**src/rtl/tau_chain_router.sv**
```systemverilog
// Result router: buffers upstream result beats in a small FIFO and steers
// them, two at a time, either to the next transform stage (chain) or to the
// external result stream (out).
module tau_chain_router #(
  parameter int unsigned DATA_WIDTH        = 32,
  parameter int unsigned DEST_WIDTH        = 8,
  parameter int unsigned FIFO_DEPTH        = 4,
  parameter int unsigned CHAIN_DEST_OFFSET = 0
) (
  input  logic                  clock,
  input  logic                  reset,
  input  logic                  chain_disable,
  input  logic                  soft_reset,
  input  logic [DATA_WIDTH-1:0] in_data,
  input  logic [DEST_WIDTH-1:0] in_dest,
  input  logic                  in_valid,
  output logic                  in_ready,
  output logic [DATA_WIDTH-1:0] chain_data,
  output logic [DEST_WIDTH-1:0] chain_dest,
  output logic                  chain_valid,
  input  logic                  chain_ready,
  output logic [DATA_WIDTH-1:0] out_data,
  output logic [DEST_WIDTH-1:0] out_dest,
  output logic                  out_valid,
  input  logic                  out_ready,
  output logic                  busy
);

  localparam int unsigned ADDR_W  = (FIFO_DEPTH > 1) ? $clog2(FIFO_DEPTH) : 1;
  localparam int unsigned ENTRY_W = DATA_WIDTH + DEST_WIDTH;

  logic [ENTRY_W-1:0]    mem [FIFO_DEPTH];
  logic [ADDR_W:0]       wr_ptr;
  logic [ADDR_W:0]       rd_ptr;
  logic                  fifo_empty;
  logic                  fifo_full;
  logic                  ready_en;
  logic [ENTRY_W-1:0]    head;

  logic [DATA_WIDTH-1:0] reg_data;
  logic [DEST_WIDTH-1:0] reg_dest;
  logic                  reg_route;
  logic                  reg_valid;
  logic                  pair_phase;
  logic                  route_sel;

  logic                  push;
  logic                  pop;
  logic                  out_fire;
  logic                  pop_route;

  // FIFO status and handshake decode
  always_comb begin
    fifo_empty = (wr_ptr == rd_ptr);
    fifo_full  = (wr_ptr[ADDR_W] != rd_ptr[ADDR_W]) &&
                 (wr_ptr[ADDR_W-1:0] == rd_ptr[ADDR_W-1:0]);
    in_ready   = ready_en & ~fifo_full & ~soft_reset;
    push       = in_valid & in_ready;
    out_fire   = reg_valid & (reg_route ? out_ready : chain_ready);
    pop        = ~fifo_empty & (~reg_valid | out_fire) & ~soft_reset;
    // second beat of a pair follows the first, whatever chain_disable does now
    pop_route  = pair_phase ? route_sel : chain_disable;
    head       = mem[rd_ptr[ADDR_W-1:0]];
  end

  // FIFO storage, no reset needed since pointers qualify every read
  always_ff @(posedge clock) begin
    if (push) begin
      mem[wr_ptr[ADDR_W-1:0]] <= {in_data, in_dest};
    end
  end

  // FIFO pointers and post-reset ready enable
  always_ff @(posedge clock or posedge reset) begin
    if (reset) begin
      wr_ptr   <= '0;
      rd_ptr   <= '0;
      ready_en <= 1'b0;
    end else begin
      ready_en <= 1'b1;
      if (soft_reset) begin
        wr_ptr <= '0;
        rd_ptr <= '0;
      end else begin
        if (push) wr_ptr <= wr_ptr + (ADDR_W+1)'(1);
        if (pop)  rd_ptr <= rd_ptr + (ADDR_W+1)'(1);
      end
    end
  end

  // Output register with pair-locked routing
  always_ff @(posedge clock or posedge reset) begin
    if (reset) begin
      reg_data   <= '0;
      reg_dest   <= '0;
      reg_route  <= 1'b1;
      reg_valid  <= 1'b0;
      pair_phase <= 1'b0;
      route_sel  <= 1'b1;
    end else if (soft_reset) begin
      reg_valid  <= 1'b0;
      pair_phase <= 1'b0;
    end else if (pop) begin
      reg_data   <= head[ENTRY_W-1:DEST_WIDTH];
      reg_dest   <= head[DEST_WIDTH-1:0];
      reg_route  <= pop_route;
      reg_valid  <= 1'b1;
      pair_phase <= ~pair_phase;
      if (!pair_phase) route_sel <= chain_disable;
    end else if (out_fire) begin
      reg_valid  <= 1'b0;
    end
  end

  // Output steering; chained beats get their destination rebased
  always_comb begin
    out_valid   = reg_valid & reg_route;
    chain_valid = reg_valid & ~reg_route;
    out_data    = reg_data;
    out_dest    = reg_dest;
    chain_data  = reg_data;
    chain_dest  = reg_dest + DEST_WIDTH'(CHAIN_DEST_OFFSET);
    busy        = ~fifo_empty | reg_valid;
  end

endmodule

```
**config.mk**
```make
export PLATFORM = sky130hd
export DESIGN_NAME = tau_chain_router
export DESIGN_NICKNAME = d
export VERILOG_FILES = /design/src/rtl/tau_chain_router.sv
export SDC_FILE = /design/constraint.sdc
export NUM_CORES = 1
export LEC_CHECK = 0
export ABC_CLOCK_PERIOD_IN_PS = 2500
export CAP_MARGIN = 20
export CORE_ASPECT_RATIO = 1.5
export CORE_MARGIN = 2
export CORE_UTILIZATION = 35
export CTS_CLUSTER_SIZE = 30
export DETAILED_ROUTE_END_ITERATION = 10
export GPL_TIMING_DRIVEN = 0
export HOLD_SLACK_MARGIN = 0.15
export PLACE_DENSITY = 0.57
export SLEW_MARGIN = 20
export SYNTH_ARGS = -nofsm -noshare
export SYNTH_HDL_FRONTEND = slang
export SYNTH_SLANG_ARGS = --single-unit
```
**constraint.sdc**
```tcl
create_clock -name clock -period 2.5 [get_ports clock]
set_input_delay 0.5 -clock clock [delete_from_list [all_inputs] [get_ports clock]]
set_output_delay 0.5 -clock clock [all_outputs]
set_load 0.02 [all_outputs]
```
==> impl_results.md, run 1 <==
* Initial DRC Count at 220
* Area share of the largest cell type after synthesis at 57.2%
* Crit path launch type: flip-flop
* Num CTS Buffers at 20
* DIE HEIGHT at 194 um
* Routability cong. at 0.697
* Layout area overhead at 28.7%
* PortBufs at 130
* First-pass GRT wire length at 25.2 mm
* Max-cap viol count at 0
* Clk pwr share at 23.4%
* Initial Utilization at 35.5%
* Pin count of the biggest net entering global routing at 44
* CTS root buf: clkbuf_16
* Syn Nets at 452
* Antenna Violating Nets Remaining at 0
* Seq cells post-synth at 210
* LEAKAGE at 0.00384 uW
* Overall power at 12,200 uW
* Post-synthesis sequential area ratio at 72.1%
* Required @ worst endpoint at 2.00 ns
* H-tree depth at 1
* Routed WL at 16.4 mm
* Drt wl/cell at 18.5 um
* Synth area leader: edfxtp_1
* Crit path kind: reg -> out
* HPWL after DPL at 10.1 mm
* Min-delay worst type: in -> async
* Diode count at 0
* Unique masters post-synth at 33
* Gr ovfl total at 0
* Post-synth EDFFs at 160
* Crit path time final at 2.40 ns
* CP endpoint kind: output port
* PD cells at 1130 nW/um^2
* Maximum VDD drop at 0.000469 V
* DRC errors left at 0
* Fillers at 2,038
* Sink Count at 210
* Flop pwr share at 37.4%
* Global Route Usage Sum at 13.3%
* Synth warn at 0
* Synthesized area per cell at 21.0 sq um
* Chip width at 131 um
* Final hold vios at 0
* Final setup fails at 0
* Worst Tran Pin Value at 0.716 ns
* RSZ-0062 raised after global routing: no
* Synth area leaders: edfxtp_1 (57%), dfrtp_1 (15%), mux4_2 (11%), mux2_4 (7.1%), buf_4 (3.8%)
* Relative slew slack at 52.2%
* Final Slew Violations at 0
* Worst-skew pair later-pin latency at 0.48 ns
* Pint at 8600 uW
* Top Ports at 131
* Sw frac at 29.4%
* CTS tree: yes
* Drt pass-1 iters at 4
* Die area at 25,300 sq um
* Tcrit/Tclk final at 96.0%
* Core ar. at 23,700 sq um
* Comb pwr share at 39.2%
* Data arrival, critical path at 1.90 ns
* Share of layout cells above drive strength 1 at 31.4%
* Clock Path Buffers at 3
* Vias in the first global route at 4,348
* Via total after detailed routing at 4,021
* Synth async-reset ratio at 23.8%
* Clk slew on worst S/H paths at 0.06 ns
* Most frequent cells in the layout: edfxtp_1 (160), clkdlybuf4s50_1 (128), dfrtp_1 (49), buf_4 (45)
* Post-Synthesis Cells at 400
* Row count at 69
* Layout Nets at 608
* Skew final at 0.00703 ns
* Via-to-Cell Ratio at 4.52
* Most common cell after layout, fill and taps aside: edfxtp_1
* Max FO, Critical Path at 6
* Status: finished clean
* Cts hold-fix bufs at 0
* Switching power at 3580 uW
* Initial antenna violation count at 0
* Top FF cell, synth: edfxtp_1
* Pre-CTS WS at -0.258 ns
* Mapped cell area at 8400 sq um
* Max Clk Rate at 417 MHz
* Setup slack after layout at 0.0999 ns
[area by class of cell]
cell class	instances	area, sq um	share of cell area [%]
inverters	3	13.8	0.127
plain buffers	55	435	4.03
repair buffers	134	1350	12.4
clock buffers	30	589	5.45
multi-input cells	132	1940	17.9
well taps	319	399	3.69
clock inverters	6	30.0	0.278
flip-flops and latches	210	6060	56.0
[power groups by stage]
| stage | logic, uW | registers [uW] | clock network, uW |
|---|---|---|---|
| floorplan | 2600 | 4930 | 0 |
| global placement | 4760 | 4620 | 0 |
| detailed placement | 4800 | 4630 | 0 |
| CTS | 4830 | 4580 | 2940 |
| global route | 5040 | 4620 | 3070 |
| finish | 4770 | 4550 | 2850 |
[sequential cells by signal (all words and copies together), names as in the netlist]
register and cells:
mem 160, reg_valid 1, reg_route 1, ready_en 1, out_dest 8, chain_data 32, pair_phase 1, wr_ptr 3
rd_ptr 3
[through the flow]
step / hold slack [ns] / instances / utilization (%) / cell area, sq um / TNS [ns]
detailed placement: 0.526 / 850 / 42.9 / 10100 / -0.258
global route: 0.266 / 889 / 45.7 / 10800 / 0
global placement: 0.526 / 849 / 42.7 / 10100 / -220.89
CTS: 0.246 / 886 / 45.6 / 10800 / 0
floorplan: 0.516 / 400 / - / 8400 / 0
finish: 0.268 / 889 / 45.7 / 10800 / 0
[timing repair]
item	4_1_cts	5_1_grt
gates resized for setup	7	2
setup buffers	0	3
endpoints found under the setup margin	2	2
pin swaps	2	2
[critical path, cell delays in order (launching register included)]
cell and delay, ns:
dfrtp_1 0.38, buf_4 0.18, xnor2_4 0.21, nand3_1 0.13, and3b_1 0.19, dlygate4sd2_1 0.33
[Yosys cell counts (2+ instances only)]
master    count
a21oi_1       2
and2_1        5
buf_12        4
buf_2         4
buf_4        42
clkbuf_1      5
dfrtp_1      49
edfxtp_1    160
ha_1          5
inv_1         3
mux2_4       40
mux2i_1       3
mux4_2       40
nand2_1       5
nand2b_1      2
nand3_1       3
nor2_1        8
nor2b_1       2
xnor2_1       3
xnor2_2       2
[metal layers]
| layer | GRT usage [%] | part of all wire [%] | wire length, um | vias to the layer above |
|---|---|---|---|---|
| met5 | 0 | 0 | 0 | - |
| met3 | 1.99 | 4.1 | 667 | 26 |
| met1 | 15.1 | 37 | 6130 | 2072 |
| li1 | - | - | - | 1837 |
| met2 | 25.2 | 57 | 9340 | 86 |
| met4 | 3.78 | 1.8 | 297 | 0 |
[kinds of logic after synthesis]
logic type,synth area share (%)
DFF,72.1
muxes,18.4
buffers and inverters,5.30
and+or+nand+nor,1.85
AOI/OAI and AO/OA,0.804
xor gates and xnor gates,0.804
adders and majority gates,0.745
other,0.0446
[worst paths after layout]
kind	start	end	slack (ns)	cells past startpoint
hold / removal	reset	chain_data[12]	0.27	2
min in group clock	chain_data[25]	chain_data[25]	0.54	1
setup reg to reg	rd_ptr[0]	mem[2][31]	0.36	5
max in group asynchronous	reset	reg_route	1.71	3
setup / recovery	rd_ptr[1]	in_ready	0.1	5
hold reg to reg	chain_data[25]	chain_data[25]	0.54	1
No activity file was read; power rests on OpenSTA's default activity.
==> inputs of run 2 (changes only) <==
ABC_CLOCK_PERIOD_IN_PS = 3000   (was 2500)
CORE_ASPECT_RATIO = default   (was 1.5)
PLACE_DENSITY = 0.55   (was 0.57)
clock period = 3 ns   (was 2.5 ns; I/O delays follow)
==> run 2 against run 1 <==
Against the previous run: cell count grew 0.22%; core utilization grew 0.39 points; critical path depth fell by 1; flip-flop and latch count unchanged; setup slack improved by 0.069 ns; critical endpoint unchanged.
==> impl_results.md, run 2 (synthesis gave the netlist of run 1 again) <==
* Initial Utilization at 35.7% (+0.17 points)
* DP Area at 10,100 sq um (unchanged)
* CP endpoint kind: output port
* Skew final at 0.00707 ns (+0.0000358 ns)
* DIE HEIGHT at 159 um (-18%)
* Max reg flops at 160 (unchanged)
* Core ar. at 23,500 sq um (-0.48%)
* Layout Nets at 608 (unchanged)
* Diode count at 0 (unchanged)
* Row count at 56 (-19%)
* PD cells at 946 nW/um^2 (-16%)
* PortBufs at 130 (unchanged)
* Crit path time final at 2.83 ns
* Chip width at 159 um (+22%)
* Final hold slack at 0.384 ns (+0.116 ns)
* Max FO, Critical Path at 10 (+4)
* Routability cong. at 0.662 (-5.1%)
* Pin count of the biggest net entering global routing at 43 (-2.3%)
* H-tree depth at 1 (unchanged)
* Drt pass-1 iters at 4 (unchanged)
* Clk pwr share at 24.7% (+1.3 points)
* Pint at 7290 uW (-15%)
* Required @ worst endpoint at 2.40 ns (+0.40 ns)
* Most common cell after layout, fill and taps aside: edfxtp_1
* CTS tree: yes
* Data arrival, critical path at 2.23 ns (+0.33 ns)
* Routed WL at 15.8 mm (-3.7%)
* Num CTS Buffers at 23 (+15%)
* Clock Path Buffers at 3 (unchanged)
* Global Route Usage Sum at 12.5% (-0.79 points)
* Layout area overhead at 29.1%
* First-pass GRT wire length at 24.6 mm (-2.2%)
* Crit path launch type: primary input
* CTS root buf: clkbuf_16
* Via total after detailed routing at 4,019 (-0.050%)
* LEAKAGE at 0.00387 uW (+0.63%)
* HPWL after DPL at 9.43 mm (-6.3%)
* Max-cap viol count at 0 (unchanged)
* Final Slew Violations at 0 (unchanged)
* Initial antenna violation count at 0 (unchanged)
* Drt wl/cell at 17.8 um (-3.9%)
* Worst-skew pair later-pin latency at 0.49 ns (about the same)
* Antenna Violating Nets Remaining at 0 (unchanged)
* Clk slew on worst S/H paths at 0.06 ns (about the same)
* Relative slew slack at 53.5% (+1.3 points)
* Vias in the first global route at 4,419 (+1.6%)
* Die area at 25,300 sq um (-0.10%)
* Tcrit/Tclk final at 94.4%
* Final setup fails at 0 (unchanged)
* Crit path kind: in -> out
* Max Clk Rate at 353 MHz
* Top Ports at 131 (unchanged)
* Final hold vios at 0 (unchanged)
* Gr ovfl total at 0 (unchanged)
* Final instance area at 10,900 sq um (+0.38%)
* Switching power at 2980 uW (-17%)
* Worst Tran Pin Value at 0.698 ns (-0.0188 ns)
* Sw frac at 29.0% (-0.36 points)
* DRC errors left at 0 (unchanged)
* Min-delay worst type: in -> async
* Most frequent cells in the layout: edfxtp_1 (160), clkdlybuf4s50_1 (129), dfrtp_1 (49), buf_4 (42)
* Initial DRC Count at 160 (-27%)
* Comb pwr share at 38.5% (-0.7 points)
* Maximum VDD drop at 0.000580 V (+24%)
* Flop pwr share at 36.8% (-0.6 points)
* Via-to-Cell Ratio at 4.51 (-0.27%)
* RSZ-0062 raised after global routing: no
* Sink Count at 210 (unchanged)
* Share of layout cells above drive strength 1 at 30.9% (-0.46 points)
* Status: finished clean
## run 2: path summary, 6_finish.rpt
check,start,endpoint,slack [ns],cells after the start
max,soft_reset,in_ready,0.17,4
min,reset,chain_data[27],0.38,2
max reg2reg,rd_ptr[0],mem[3][39],0.84,5
min reg2reg,chain_data[26],chain_data[26],0.54,1
max in group asynchronous,reset,reg_route,2.09,3
min in group clock,chain_data[26],chain_data[26],0.54,1
## run 2: stage by stage
step           util (%)  worst slack [ns]  setup TNS, ns  cells  power [uW]
2_1_floorplan         -             0.590              0    400        6280
3_3_place_gp       42.9            -0.752        -127.99    849        7790
3_5_place_dp       43.1            0.0752              0    850        7840
4_1_cts            46.0           0.00142              0    891       10400
5_1_grt            46.1            0.0864              0    891       10700
6_report           46.1             0.169              0    891       10300
## run 2: layout make-up
| cell class | instances | area (sq um) |
|---|---|---|
| tap | 319 | 399 |
| timing repair buffer | 131 | 1330 |
| multi-input combinational | 132 | 1930 |
| clock inverter | 7 | 35.0 |
| inverter | 3 | 13.8 |
| clock buffer | 34 | 647 |
| buffer | 55 | 435 |
| sequential | 210 | 6060 |
| fill | 2060 | 12700 |
## run 2: repair_timing
item	CTS	global route
endpoints found under the setup margin	1	2
hold buffers	0	0
resized for setup	1	4
pin swaps	0	0
buffers inserted	0	0
## run 2: power groups by stage
stage / clock network (uW) / logic [uW] / registers, uW
6_report: 2530 / 3950 / 3780
5_1_grt: 2720 / 4180 / 3840
4_1_cts: 2620 / 4020 / 3790
3_5_place_dp: 0 / 4000 / 3840
3_3_place_gp: 0 / 3950 / 3830
2_1_floorplan: 0 / 2170 / 4110
## run 2: metal layers
layer  wire (um)  GRT usage [%]
met3         662           2.19
met4         297           3.72
met5           0              0
met1        6940           16.2
met2        7920           21.7
## run 2: critical path, cell delays in order
cell and delay [ns]:
clkdlybuf4s50_1 0.50, clkbuf_2 0.24, and3b_1 0.27, clkdlybuf4s50_1 0.62
==> inputs of run 3 (changes only) <==
CTS_CLUSTER_SIZE = 8   (was 30)
DONT_BUFFER_PORTS = 1   (was default)
PLACE_DENSITY = 0.48   (was 0.55)
==> run 3 against run 2 <==
Against the previous run: final area is 5.9% lower; register-to-register slack worse by 0.05 ns; global-route usage grew 0.38 points; highest routed layer unchanged.
==> impl_results.md, run 3 (synthesis gave the netlist of run 1 again) <==
* Status: finished clean
* Maximum VDD drop at 0.000622 V (+7.3%)
* Drt pass-1 iters at 4 (unchanged)
* Tcrit/Tclk final at 88.0% (-6.4 points)
* RSZ-0062 raised after global routing: no
* Layout area overhead at 21.5%
* Vias in the first global route at 4,071 (-7.9%)
* Max-cap viol count at 0 (unchanged)
* Row count at 56 (unchanged)
* Initial antenna violation count at 0 (unchanged)
* Setup TNS at 0 ns (unchanged)
* Global Route Usage Sum at 12.9% (+0.38 points)
* Most frequent cells in the layout: edfxtp_1 (160), dfrtp_1 (49), buf_4 (42), dlygate4sd3_1 (41)
* Via-to-Cell Ratio at 4.63 (+2.6%)
* CP endpoint kind: output port
* Pint at 6860 uW (-5.8%)
* Sink Count at 210 (unchanged)
* Share of layout cells above drive strength 1 at 35.8% (+4.9 points)
* Relative slew slack at 53.4% (-0.12 points)
* Top layer in use: met4
* Sw frac at 30.2% (+1.2 points)
* Final setup fails at 0 (unchanged)
* Met2 WL at 8.40 mm (+6.0%)
* H-tree depth at 1 (unchanged)
* Crit path time final at 2.64 ns (-0.191 ns)
* Num CTS Buffers at 30 (+30%)
* Routability cong. at 0.673 (+1.8%)
* Flop pwr share at 42.5% (+5.7 points)
* Final cell count without fillers at 819 (-8.1%)
* CTS root buf: clkbuf_16
* Final Slew Violations at 0 (unchanged)
* DIE HEIGHT at 159 um (unchanged)
* Pin count of the biggest net entering global routing at 41 (-4.7%)
* Worst-skew pair later-pin latency at 0.53 ns (+0.04 ns)
* Post-CTS setup buffer count at 0 (unchanged)
* M1 WL at 6.55 mm (-5.6%)
* Worst Tran Pin Value at 0.699 ns (+0.00174 ns)
* Initial Utilization at 35.7% (unchanged)
* HPWL after DPL at 9.41 mm (-0.14%)
* Core ar. at 23,500 sq um (unchanged)
* Required @ worst endpoint at 2.40 ns (about the same)
* Max reg flops at 160 (unchanged)
* PortBufs at 0 (-100%)
* CTS tree: yes
* Top Ports at 131 (unchanged)
* DRC errors left at 0 (unchanged)
* Via total after detailed routing at 3,790 (-5.7%)
* Max FO, Critical Path at 6 (-4)
* Final hold slack at 0.235 ns (-0.149 ns)
* Clk slew on worst S/H paths at 0.05 ns (about the same)
* Antenna Violating Nets Remaining at 0 (unchanged)
* Initial DRC Count at 158 (-1.3%)
* Dpl cells at 723 (-15%)
* Chip width at 159 um (unchanged)
* Routed WL at 16.2 mm (+2.2%)
* Gr ovfl total at 0 (unchanged)
* Routed met3 length at 791 um (+19%)
* Clk pwr share at 32.2% (+7.5 points)
* Clock Path Buffers at 3 (unchanged)
* Layout Nets at 529 (-13%)
* Hold depth at 1
* Die area at 25,300 sq um (unchanged)
* Comb pwr share at 25.2% (-13 points)
* Final Util at 43.4% (-2.7 points)
* Diode count at 0 (unchanged)
* Min-delay worst type: in -> reg
* Switching power at 2960 uW (-0.47%)
* Data arrival, critical path at 2.04 ns (-0.19 ns)
* Final instance area at 10,200 sq um (-5.9%)
* DP Area at 8890 sq um (-12%)
* Final hold vios at 0 (unchanged)
* Max Clk Rate at 379 MHz (+7.3%)
* PD cells at 963 nW/um^2 (+1.8%)
* Drt wl/cell at 19.7 um (+11%)
* Crit path kind: reg -> out
* LEAKAGE at 0.00363 uW (-6.2%)
* Crit path launch type: flip-flop
* Most common cell after layout, fill and taps aside: edfxtp_1
* Reg2reg path depth at 5 (unchanged)
* First-pass GRT wire length at 24.8 mm (+0.64%)
* Skew final at 0.0134 ns (+0.00635 ns)
## run 3: cell types whose count changed in the layout (fill, tap and decap cells not counted), moves of 4 or more
cell,change
clkbuf_1,+15
dlygate4sd3_1,+41
clkbuf_16,+8
clkdlybuf4s50_1,-129
clkinv_2,-7
buf_12,+4
## run 3: final cells by class
class                           count  area [sq um]
Buffer                             55           434
Fill cell                        2089         13300
Sequential cell                   210          6060
Tap cell                          319           399
Timing Repair Buffer               45           490
Clock inverter                      1          30.0
Clock buffer                       54           872
Multi-Input combinational cell    132          1910
Inverter                            3          13.8
## run 3: path summary, 6_finish.rpt
| kind | to | from | slack (ns) |
|---|---|---|---|
| worst max-delay path | busy | rd_ptr[1] | 0.36 |
| worst min-delay path | reg_route | chain_disable | 0.23 |
| worst max register to register | mem[2][29] | rd_ptr[1] | 0.79 |
| worst min register to register | pair_phase | pair_phase | 0.56 |
| max in group asynchronous | reg_route | reset | 1.87 |
| min in group asynchronous | out_dest[0] | reset | 0.54 |
## run 3: critical path, stage by stage (launching register included)
cell and delay [ns]:
dfrtp_1 0.38, buf_4 0.18, xnor2_2 0.36, nand2_1 0.14, or3_1 0.44
## run 3: metrics by stage
step	power (uW)	setup WS [ns]
global route	10300	0.222
detailed placement	6720	0.744
finish	9820	0.360
floorplan	6280	0.590
global placement	6690	-0.538
CTS	10000	0.333
## run 3: routing by layer
metal	vias up	global-route usage, %
met5	-	0
met3	29	2.92
met2	107	22.7
li1	1683	-
met1	1971	15.7
met4	0	4.21
## run 3: power groups by stage
stage / Combinational (uW) / Clock, uW / Sequential (uW)
5_1_grt: 2640 / 3410 / 4230
4_1_cts: 2540 / 3270 / 4200
2_1_floorplan: 2170 / 0 / 4110
3_3_place_gp: 2440 / 0 / 4240
6_report: 2480 / 3170 / 4180
3_5_place_dp: 2470 / 0 / 4250
## run 3: what timing repair did
item / in CTS / in global routing
hold endpoints to repair: 181 / 0
endpoints found under the setup margin: 0 / 0
resized for setup: 0 / 0
hold buffers: 41 / 0
